$ cat src/rtl/core_scheduler.sv
`default_nettype none
// ============================================================================
// core_scheduler -- sequences parallel key-search cores and latches the winner
// Revision: 1.0
// ============================================================================
module core_scheduler #(
  parameter int NUM_CORES = 4,
  parameter int IDX_W     = 2
) (
  input  logic                    CLOCK_50,
  input  logic                    reset_n,
  input  logic                    start,
  input  logic                    abort,
  input  logic                    read_rom_done,
  input  logic [NUM_CORES-1:0]    core_done,
  input  logic [NUM_CORES-1:0]    core_found,
  input  logic [24*NUM_CORES-1:0] core_key,
  output logic                    core_reset,
  output logic [NUM_CORES-1:0]    start_core,
  output logic [NUM_CORES-1:0]    stop_core,
  output logic                    busy,
  output logic                    done,
  output logic                    found,
  output logic [IDX_W-1:0]        winner_idx,
  output logic [23:0]             secret_key,
  output logic [31:0]             cycle_count
);

  typedef enum logic [2:0] {
    S_IDLE      = 3'd0,
    S_CLEAR     = 3'd1,
    S_WAIT_ROM  = 3'd2,
    S_LAUNCH    = 3'd3,
    S_RUN       = 3'd4,
    S_FOUND     = 3'd5,
    S_EXHAUSTED = 3'd6
  } state_t;

  state_t     state;
  logic       clear_cnt;
  logic       hit_any;
  logic       all_done;
  logic [IDX_W-1:0] hit_idx;
  logic [23:0]      hit_key;

  // Scan from the top down so the lowest-numbered finder wins.
  always_comb begin
    hit_any  = |core_found;
    all_done = &core_done;
    hit_idx  = '0;
    hit_key  = '0;
    for (int i = NUM_CORES - 1; i >= 0; i--) begin
      if (core_found[i]) begin
        hit_idx = IDX_W'(i);
        hit_key = core_key[24*i +: 24];
      end
    end
  end

  always_ff @(posedge CLOCK_50 or negedge reset_n) begin
    if (!reset_n) begin
      state       <= S_IDLE;
      clear_cnt   <= 1'b0;
      core_reset  <= 1'b0;
      start_core  <= '0;
      stop_core   <= '1;
      busy        <= 1'b0;
      done        <= 1'b0;
      found       <= 1'b0;
      winner_idx  <= '0;
      secret_key  <= '0;
      cycle_count <= '0;
    end else begin
      start_core <= '0;
      case (state)
        S_IDLE, S_FOUND, S_EXHAUSTED: begin
          if (start) begin
            state       <= S_CLEAR;
            clear_cnt   <= 1'b0;
            core_reset  <= 1'b1;
            stop_core   <= '0;
            busy        <= 1'b1;
            done        <= 1'b0;
            found       <= 1'b0;
            winner_idx  <= '0;
            secret_key  <= '0;
            cycle_count <= '0;
          end
        end

        S_CLEAR: begin
          if (abort) begin
            state      <= S_IDLE;
            core_reset <= 1'b0;
            stop_core  <= '1;
            busy       <= 1'b0;
          end else if (clear_cnt) begin
            state      <= S_WAIT_ROM;
            core_reset <= 1'b0;
          end else begin
            clear_cnt  <= 1'b1;
          end
        end

        S_WAIT_ROM: begin
          if (abort) begin
            state     <= S_IDLE;
            stop_core <= '1;
            busy      <= 1'b0;
          end else if (read_rom_done) begin
            state      <= S_LAUNCH;
            start_core <= '1;
          end
        end

        S_LAUNCH: begin
          if (abort) begin
            state     <= S_IDLE;
            stop_core <= '1;
            busy      <= 1'b0;
          end else begin
            state <= S_RUN;
          end
        end

        S_RUN: begin
          if (cycle_count != 32'hFFFF_FFFF)
            cycle_count <= cycle_count + 32'd1;
          // Abort outranks a find, which outranks exhaustion.
          if (abort) begin
            state     <= S_IDLE;
            stop_core <= '1;
            busy      <= 1'b0;
            done      <= 1'b0;
            found     <= 1'b0;
          end else if (hit_any) begin
            state      <= S_FOUND;
            stop_core  <= '1;
            busy       <= 1'b0;
            done       <= 1'b1;
            found      <= 1'b1;
            winner_idx <= hit_idx;
            secret_key <= hit_key;
          end else if (all_done) begin
            state     <= S_EXHAUSTED;
            stop_core <= '1;
            busy      <= 1'b0;
            done      <= 1'b1;
            found     <= 1'b0;
          end
        end

        default: begin
          state      <= S_IDLE;
          core_reset <= 1'b0;
          stop_core  <= '1;
          busy       <= 1'b0;
          done       <= 1'b0;
          found      <= 1'b0;
        end
      endcase
    end
  end

endmodule
`default_nettype wire
$ cat config.mk
export PLATFORM = sky130hd
export DESIGN_NAME = core_scheduler
export DESIGN_NICKNAME = d
export VERILOG_FILES = /design/src/rtl/core_scheduler.sv
export SDC_FILE = /design/constraint.sdc
export NUM_CORES = 1
export LEC_CHECK = 0
export ABC_CLOCK_PERIOD_IN_PS = 1900
export BUFFER_PORTS_ARGS = -buffer_cell sky130_fd_sc_hd__buf_2
export CAP_MARGIN = 15
export CORE_ASPECT_RATIO = 0.5
export CORE_MARGIN = 2
export CORE_UTILIZATION = 25
export DETAILED_ROUTE_END_ITERATION = 7
export PLACE_DENSITY_LB_ADDON = 0.08
export SYNTH_ARGS = -nofsm -noshare
export SYNTH_HDL_FRONTEND = slang
export SYNTH_SLANG_ARGS = --single-unit
export TNS_END_PERCENT = 5
$ cat constraint.sdc
create_clock -name CLOCK_50 -period 1.9 [get_ports CLOCK_50]
set_input_delay 0.38 -clock CLOCK_50 [delete_from_list [all_inputs] [get_ports CLOCK_50]]
set_output_delay 0.38 -clock CLOCK_50 [all_outputs]
set_load 0.01 [all_outputs]
==> Yosys cells after proc, flatten, opt, wreduce, memory -nomap -nowiden <==
Cells that the tools add are included.
{ "totals": {"ff_bits": 74, "word_cells": 102} }
{ "op_classes": {"n_eq_ne": 16, "muxes": 57, "addsub": 1, "bitwise": 2, "reduce_logical": 15} }
{ "op_table": {"columns": ["operator", "n"], "rows": [
  ["24-bit two-way mux", 7],
  ["32-bit two-way mux", 2],
  ["32-bit one-hot mux with 2 select lines", 1],
  ["24-bit one-hot mux with 2 select lines", 1],
  ["32-bit by 1-bit adder with 32-bit output, second input constant", 1],
  ["4-bit two-way mux", 8],
  ["32-bit != test, second input constant", 1],
  ["3-bit two-way mux", 9],
  ["3-bit one-hot mux with 5 select lines", 1],
  ["3-bit AND reduction", 5],
  ["1-bit two-way mux", 14],
  ["2-bit two-way mux", 7],
  ["1-bit one-hot mux with 3 select lines", 4],
  ["4-bit one-hot mux with 3 select lines", 1],
  ["4-bit AND reduction", 3],
  ["2-bit != test, second input constant", 5],
  ["3-bit == test, second input constant", 3],
  ["3-bit OR reduction", 3],
  ["3-bit by 2-bit == test with 1-bit output, second input constant", 2],
  ["3-bit != test, second input constant", 2],
  ["4-bit != test, second input constant", 1],
  ["2-bit one-hot mux with 2 select lines", 1],
  ["2-bit nonzero test", 2],
  ["4-bit OR reduction", 1],
  ["5 further kinds", 6]
]} }

==> Depth between registers and ports, before layout <==
Gate-level depths: netlist of run 1.
{ "depth": {"word_depth": 7, "mapped_depth": 7} }

==> Least setup slack after synthesis of run 1 <==
No wires, ideal clock.
{ "synth_timing": {"path_type": "flip-flop to flip-flop", "startpoint": "register cycle_count[0]", "endpoint": "register cycle_count[0]", "required_ns": 1.775, "n_path_buf": 1, "setup_time_ns": 0.125, "setup_slack_ns": -0.182, "stages_incl_launch_ff": 7, "arrival_ns": 1.957, "path_cell_list": "dfrtp_1 > ha_1 > nand3_1 > nor4_4 > a31oi_4 > clkbuf_1 > mux2_2"} }
{ "synth_via": {"elab_chain_len": 3} }
{ "synth_lines": {"columns": ["element", "line", "rtl"], "rows": [
  ["start, declared", "26", "output logic [31:0] cycle_count"],
  ["start signal, assigned", "128", "cycle_count <= cycle_count + 32'd1;"],
  ["32-bit by 1-bit adder with 32-bit output / 32-bit != test (equally long branches)", "128, 127", null],
  ["32-bit two-way mux / 2-bit != test (equally long branches)", null, null],
  ["32-bit one-hot mux with 2 select lines / 3-bit AND reduction (equally long branches)", null, null]
]} }
Parallel ways exist; a longest one is shown, timed or not. The select of a mux whose other input is x is not followed.
A chain may end at the register's enable or synchronous reset.

==> Worst setup path after layout of run 1 <==
{ "layout_timing": {"startpoint": "register state[0]", "endpoint": "register cycle_count[17]"} }
{ "layout_via": {"elab_chain_len": 4} }
{ "layout_lines": {"columns": ["element", "line", "rtl"], "rows": [
  ["start, declared", "39", "state_t state;"],
  ["start signal, assigned", "62", "state <= S_IDLE;"],
  ["start signal, assigned", "78", "state <= S_CLEAR;"],
  ["start signal, assigned", "93", "state <= S_IDLE;"],
  ["3-bit == test / 3-bit zero test (equally long branches)", "75", "case (state)"],
  ["3-bit OR reduction", "75", null],
  ["2-bit != test (no line) / 2-bit nonzero test (equally long branches)", null, null],
  ["3-bit AND reduction (no line)", null, null]
]} }
Parallel ways exist; a longest one is shown, timed or not.

==> results of run 1 <==
report_power, final:
part	switching, uW	internal [uW]
combinational	1580	1240
sequential	378	1840
clock	617	917
cells in the final DEF (no fill, tap or decap), types with 5 or more instances in the layout:
| cell type | instances |
|---|---|
| o22ai_1 | 24 |
| nand2b_1 | 5 |
| inv_1 | 6 |
| dfrtp_2 | 6 |
| o21ai_0 | 17 |
| nor3_1 | 8 |
| buf_12 | 7 |
| mux2i_1 | 5 |
| nor2_1 | 19 |
| and4_1 | 6 |
| clkbuf_16 | 9 |
| a21oi_1 | 21 |
| and3_1 | 8 |
| nand3_1 | 12 |
| a221oi_1 | 24 |
| dfrtp_1 | 61 |
| buf_4 | 59 |
| nand2_1 | 59 |
| buf_2 | 178 |
| o21a_1 | 6 |
| nand4_1 | 9 |
| a31oi_1 | 25 |
| o41ai_1 | 28 |
final cells by class:
| type | instances | area share [%] |
|---|---|---|
| clock buffers | 14 | 4.30 |
| clock inverters | 2 | 0.169 |
| repair buffers | 245 | 25.1 |
| flip-flops and latches | 68 | 29.0 |
| well taps | 204 | 4.32 |
| multi-input cells | 331 | 36.6 |
| inverters | 7 | 0.445 |
| diodes | 1 | 0.0424 |
worst max-delay path: stages, from the launching register on:
cell and delay [ps]:
dfrtp_1 460, nand2b_1 240, mux2i_1 430, a21oi_2 210, a221o_1 370
how the worst max path moves through the flow:
| stage | endpoint | startpoint | depth (start not counted) | slack (ps) |
|---|---|---|---|---|
| after floorplan | cycle_count[0] | cycle_count[1] | 6 | -110 |
| after global placement | cycle_count[31] | cycle_count[16] | 6 | 30 |
| after detailed placement | cycle_count[30] | cycle_count[1] | 7 | 9 |
| after CTS | cycle_count[30] | cycle_count[1] | 7 | 20 |
| after global routing | cycle_count[17] | state[0] | 4 | -40 |
| final | cycle_count[17] | state[0] | 4 | 70 |
metrics by stage:
| step | hold WS, ps | utilization (%) | TNS (ps) |
|---|---|---|---|
| global route | 69.7 | 38.0 | -63.2 |
| floorplan | 84.4 | - | -2510 |
| finish | 38.8 | 38.0 | 0 |
| CTS | 52.2 | 37.6 | 0 |
| global placement | 408 | 35.9 | 0 |
| detailed placement | 410 | 35.9 | 0 |
sequential cells by signal, indices dropped and copies added (netlist names):
name,count
cycle_count,32
secret_key,24
state,3
winner_idx,2
busy,1
clear_cnt,1
core_reset,1
done,1
found,1
start_core,1
stop_core,1
metal layers:
metal | GRT usage (%) | vias to the layer above
met4 | 2.93 | 2
met5 | 0 | -
li1 | - | 2198
met3 | 4.83 | 11
met2 | 30.6 | 139
met1 | 23.3 | 2117
cell families after synthesis:
kind of cell	share of synthesized area (%)
compound gates	30.1
simple gates	19.7
flops	42.6
buf+inv	5.60
mux	1.53
xor+xnor	0.219
fa+ha+maj	0.313
what timing repair did:
action,CTS,global route
gates resized for setup,1,12
setup endpoints to repair,1,31
pin swaps,0,2
setup buffers,0,1
==> impl_metrics.sql, run 1 <==
INSERT INTO impl_metrics (metric_group, metric, value, unit) VALUES
('floorplanning', 'core-area', '15500', 'um2'),
('sta', 'timing.fmax', '546', 'MHz'),
('clock_network', 'clk_pin_slew_worst_paths', '60', 'ps'),
('clock_network', 'holdBufCountCts', '0', ''),
('floorplanning', 'fp.dieH', '93.5', 'um'),
('placement', 'hpwlAfterDp', '11.3', 'mm'),
('global_routing', 'grt_first_pass_wirelength', '23.9', 'mm'),
('cells_and_area', 'layout_cell_share_with_drive_strength_beyond_1', '42.7', '%'),
('placement', 'placedInstanceArea', '5580', 'um2'),
('worst_setup_path', 'worst-setup-path-type', 'reg2reg', ''),
('worst_setup_path', 'ff2ff_path_depth', '4', ''),
('routing', 'drtAntennaViolNets', '0', ''),
('routing', 'routed_wirelength', '15.0', 'mm'),
('placement', 'gpl.final_weighted_congestion', '0.772', ''),
('yosys', 'syn-cell-area', '4000', 'um2'),
('hold_path', 'worstHoldPathType', 'in2async', ''),
('sta', 'report.final.setup_viol', '0', ''),
('yosys', 'synth-main-ff-cell', 'dfrtp_1', ''),
('yosys', 'yosys_warnings', '0', ''),
('floorplanning', 'floorplan.die_area', '17100', 'um2'),
('clock_network', 'numCtsBuffers', '9', ''),
('floorplanning', 'floorplan.initialDensity', '25.8', '%'),
('yosys', 'synth_area_leaders', 'dfrtp_1 (42%), o41ai_1 (6.1%), nand2_1 (5.6%), a221oi_1 (5.3%), a31oi_1 (4.1%)', ''),
('yosys', 'netlist_instances', '447', ''),
('placement', 'portBuffers', '178', ''),
('worst_setup_path', 'r2r_slack', '70', 'ps'),
('worst_setup_path', 'maximum_fanout_count_along_the_critical_path', '7', ''),
('worst_setup_path', 'timing.rr.start', 'state[0]', ''),
('clock_network', 'cts_max_level', '3', ''),
('placement', 'place_ws', '9.45', 'ps'),
('routing', 'dr.pass1.iters', '4', ''),
('power', 'power.density', '1110', 'nW/um2'),
('sta', 'setup_skew_after_layout', '4.01', 'ps'),
('floorplanning', 'die_width', '183', 'um'),
('yosys', 'synth_seq_cells', '68', ''),
('routing', 'drt_iter0_drc', '201', ''),
('worst_setup_path', 'crit_path_start_kind', 'flip-flop', ''),
('routing', 'top_layer_used', 'met5', ''),
('worst_setup_path', 'timing.critical_path.required', '2110', 'ps'),
('power', 'leakagePower', '0.00284', 'uW'),
('cells_and_area', 'synthToLayoutAreaGrowth', '47.6', '%'),
('cells_and_area', 'post_layout_nonfiller_instances', '872', ''),
('clock_network', 'insertion_delay', '320', 'ps'),
('routing', 'met2RoutedLength', '7.09', 'mm'),
('sta', 'hold_viol_final', '0', ''),
('global_routing', 'track_usage', '17.9', '%'),
('routing', 'routed-via-count', '4467', ''),
('cells_and_area', 'fill_cells', '1662', ''),
('global_routing', 'first_global_vias', '4432', ''),
('sta', 'worstMarginPinSlew', '560', 'ps'),
('yosys', 'postSynthAreaPerCell', '8.95', 'um2'),
('cells_and_area', 'final_standard_cell_area_without_fillers', '5910', 'um2'),
('sta', 'timing.max_slew.rel_slack', '62.7', '%'),
('outcome', 'outcome', 'finished, final reports clean', ''),
('global_routing', 'antenna_found_initial', '2', ''),
('yosys', 'synth_common_cells', 'dfrtp_1 (67), nand2_1 (60), o41ai_1 (28)', ''),
('sta', 'period_minus_slack', '1830', 'ps'),
('worst_setup_path', 'end_kind', 'flip-flop', ''),
('cells_and_area', 'footprint_of_the_multi_input_gates', '2160', 'um2'),
('yosys', 'yosys.cell_count.top_type', 'dfrtp_1', ''),
('yosys', 'synth_sequential_area_ratio', '42.6', '%'),
('cells_and_area', 'final_nets', '772', ''),
('clock_network', 'cts-root-to-sink-buffers', '2', ''),
('yosys', 'post_synth_net_total', '557', ''),
('clock_network', 'cts_tree', 'done', ''),
('power', 'total_power', '6570', 'uW'),
('floorplanning', 'pin_count', '179', ''),
('routing', 'wl_per_cell', '17.2', 'um'),
('worst_setup_path', 'arrival', '2040', 'ps'),
('worst_setup_path', 'worstReg2RegEnd', 'cycle_count[17]', ''),
('routing', 'remaining_drc_errors', '0', '');
(Power assumes the default switching activity.)
==> run 2: changes to the inputs <==
RECOVER_POWER = 50   (was not set)
==> impl_metrics.sql, run 2 (synthesis gave the netlist of run 1 again) <==
INSERT INTO impl_metrics (metric_group, metric, value, unit) VALUES
('clock_network', 'cts-root-to-sink-buffers', '2', ''),
('power', 'internal_power', '3960', 'uW'),
('cells_and_area', 'layout_cell_share_with_drive_strength_beyond_1', '37.9', '%'),
('power', 'share_seq_of_total_power', '33.8', '%'),
('worst_setup_path', 'critPathSlowestCell', 'dfrtp_1', ''),
('cells_and_area', 'fill_cells', '1677', ''),
('sta', 'timing.max_slew.rel_slack', '21.7', '%'),
('placement', 'hpwlAfterDp', '11.3', 'mm'),
('cells_and_area', 'final_nets', '772', ''),
('outcome', 'outcome', 'finished, final reports clean', ''),
('worst_setup_path', 'timing.critical_path.required', '2110', 'ps'),
('power', 'power.share.switching', '39.5', '%'),
('sta', 'worstMarginPinSlew', '1180', 'ps'),
('sta', 'fin_crit_sh', '96.6', '%'),
('worst_setup_path', 'end_kind', 'flip-flop', ''),
('sta', 'setup_skew_after_layout', '4.50', 'ps'),
('worst_setup_path', 'crit_path_start_kind', 'flip-flop', ''),
('placement', 'portBuffers', '178', ''),
('global_routing', 'antenna_found_initial', '2', ''),
('routing', 'remaining_drc_errors', '0', ''),
('floorplanning', 'row_count', '32', ''),
('clock_network', 'clock_tree.root_cell', 'clkbuf_16', ''),
('clock_network', 'insertion_delay', '330', 'ps'),
('global_routing', 'global_route_layer_with_the_greatest_usage', 'met2', ''),
('clock_network', 'holdBufCountCts', '0', ''),
('global_routing', 'grt_first_pass_wirelength', '23.9', 'mm'),
('power', 'power.density', '1120', 'nW/um2'),
('clock_network', 'clk_pin_slew_worst_paths', '60', 'ps'),
('clock_network', 'clock_sinks', '68', ''),
('routing', 'vias_per_cell', '5.15', ''),
('cells_and_area', 'largest_registers', 'cycle_count (32), secret_key (24), state (3)', ''),
('sta', 'hold_viol_final', '0', ''),
('global_routing', 'grt_start_max_net_pins', '33', ''),
('worst_setup_path', 'crit_start', 'state[0]', ''),
('worst_setup_path', 'timing.rr.start', 'state[0]', ''),
('worst_setup_path', 'arrival', '2040', 'ps'),
('global_routing', 'grt_util_met3', '4.83', '%'),
('floorplanning', 'die_width', '183', 'um'),
('sta', 'tns', '0', 'ps'),
('worst_setup_path', 'maximum_fanout_count_along_the_critical_path', '7', ''),
('worst_setup_path', 'highest_cell_delay_on_the_worst_timing_path', '460', 'ps'),
('floorplanning', 'core-area', '15500', 'um2'),
('routing', 'routed_wirelength', '15.0', 'mm'),
('clock_network', 'numCtsBuffers', '9', ''),
('floorplanning', 'pin_count', '179', ''),
('cells_and_area', 'leading_cell_types_in_the_layout_fill_and_taps_excluded', 'buf_2 (147), dfrtp_1 (61), nand2_1 (59)', ''),
('sta', 'period_minus_slack', '1830', 'ps'),
('power', 'power.combinational.fraction', '42.6', '%'),
('power', 'leakagePower', '0.00269', 'uW'),
('global_routing', 'grtUsageMet1', '23.3', '%'),
('cells_and_area', 'synthToLayoutAreaGrowth', '45.8', '%'),
('routing', 'drtAntennaViolNets', '0', ''),
('power', 'clkPwrFrac', '23.5', '%'),
('placement', 'place_ws', '9.45', 'ps'),
('sta', 'timing.fmax', '545', 'MHz'),
('routing', 'dr.pass1.iters', '4', ''),
('sta', 'setup_slack', '65.5', 'ps'),
('worst_setup_path', 'worstPathCellList', 'nand2b_1 > mux2i_1 > a21oi_2 > a221o_1', ''),
('sta', 'report.final.setup_viol', '0', ''),
('clock_network', 'cts_max_level', '3', ''),
('global_routing', 'gr-usage-met2', '30.6', '%'),
('global_routing', 'gr-total-overflow', '0', ''),
('routing', 'routed-via-count', '4488', ''),
('flow_run', 'maxCapViolCount', '0', ''),
('sta', 'report.final.slew_viol_count', '0', ''),
('hold_path', 'worstHoldPathType', 'in2async', ''),
('cells_and_area', 'largest-register', 'cycle_count', ''),
('worst_setup_path', 'worst-setup-path-type', 'reg2reg', ''),
('global_routing', 'track_usage', '17.9', '%'),
('routing', 'drt_iter0_drc', '189', ''),
('floorplanning', 'floorplan.die_area', '17100', 'um2'),
('floorplanning', 'floorplan.initialDensity', '25.8', '%'),
('cells_and_area', 'largest_reg_flops', '32', ''),
('floorplanning', 'fp.dieH', '93.5', 'um'),
('routing', 'wl_per_cell', '17.2', 'um'),
('cells_and_area', 'layout.cells.most_common', 'buf_2', ''),
('global_routing', 'first_global_vias', '4432', ''),
('placement', 'gpl.final_weighted_congestion', '0.772', ''),
('power', 'switchingPower', '2590', 'uW'),
('power', 'vdd_drop_max', '534', 'uV'),
('sta', 'rsz0062_at_grt', 'true', ''),
('clock_network', 'cts_tree', 'done', '');
## run 2: final timing paths
path	endpoint	slack (ps)	cells after the start
max	cycle_count[17]	70	4
min	secret_key[17]	270	1
max reg2reg	cycle_count[17]	70	4
min reg2reg	secret_key[0]	480	2
max in group asynchronous	cycle_count[11]	420	2
min in group CLOCK_50	winner_idx[0]	300	2
## run 2: stage by stage
stage | hold slack [ps] | cells | instance area (um2) | total power (uW) | utilization, %
6_report | 268 | 872 | 5830 | 6550 | 37.6
5_1_grt | 294 | 871 | 5830 | 7040 | 37.5
4_1_cts | 52.2 | 870 | 5850 | 6630 | 37.6
3_5_place_dp | 410 | 854 | 5580 | 5050 | 35.9
3_3_place_gp | 408 | 854 | 5580 | 5040 | 35.9
2_1_floorplan | 84.4 | 447 | 4040 | 3660 | -
## run 2: final cells by class
type | instances | area, um2 | share of cell area, %
inverter | 7 | 26.3 | 0.450
timing repair buffer | 245 | 1410 | 24.2
tap | 204 | 255 | 4.37
sequential | 68 | 1710 | 29.3
multi-input combinational | 331 | 2160 | 37.1
antenna | 1 | 2.50 | 0.0429
clock buffer | 14 | 254 | 4.35
clock inverter | 2 | 10.0 | 0.172
## run 2: power groups by stage
| stage | combinational, uW | sequential, uW | clock (uW) |
|---|---|---|---|
| CTS | 2840 | 2190 | 1600 |
| floorplan | 1280 | 2380 | 0 |
| finish | 2790 | 2220 | 1540 |
| global route | 3080 | 2280 | 1670 |
| detailed placement | 2830 | 2220 | 0 |
| global placement | 2830 | 2210 | 0 |
## run 2: what timing repair did
| action | CTS | global route |
|---|---|---|
| gates resized for setup | 1 | 12 |
| endpoints found under the setup margin | 1 | 31 |
| buffers inserted | 0 | 1 |
| gates cloned | 0 | 0 |
| pin swaps | 0 | 2 |
## run 2: per-layer routing
| layer | up-vias | wire [um] |
|---|---|---|
| li1 | 2198 | - |
| met1 | 2124 | 6870 |
| met2 | 154 | 7050 |
| met3 | 10 | 981 |
| met4 | 2 | 83 |
| met5 | - | 13 |
## run 2: critical path: cells and delay by family, from the launching register on
kind,cells,cell delay (ps)
AND/OR/NAND/NOR,1,240
flip-flops,1,460
AO/OA/AOI/OAI,2,580
multiplexers,1,430
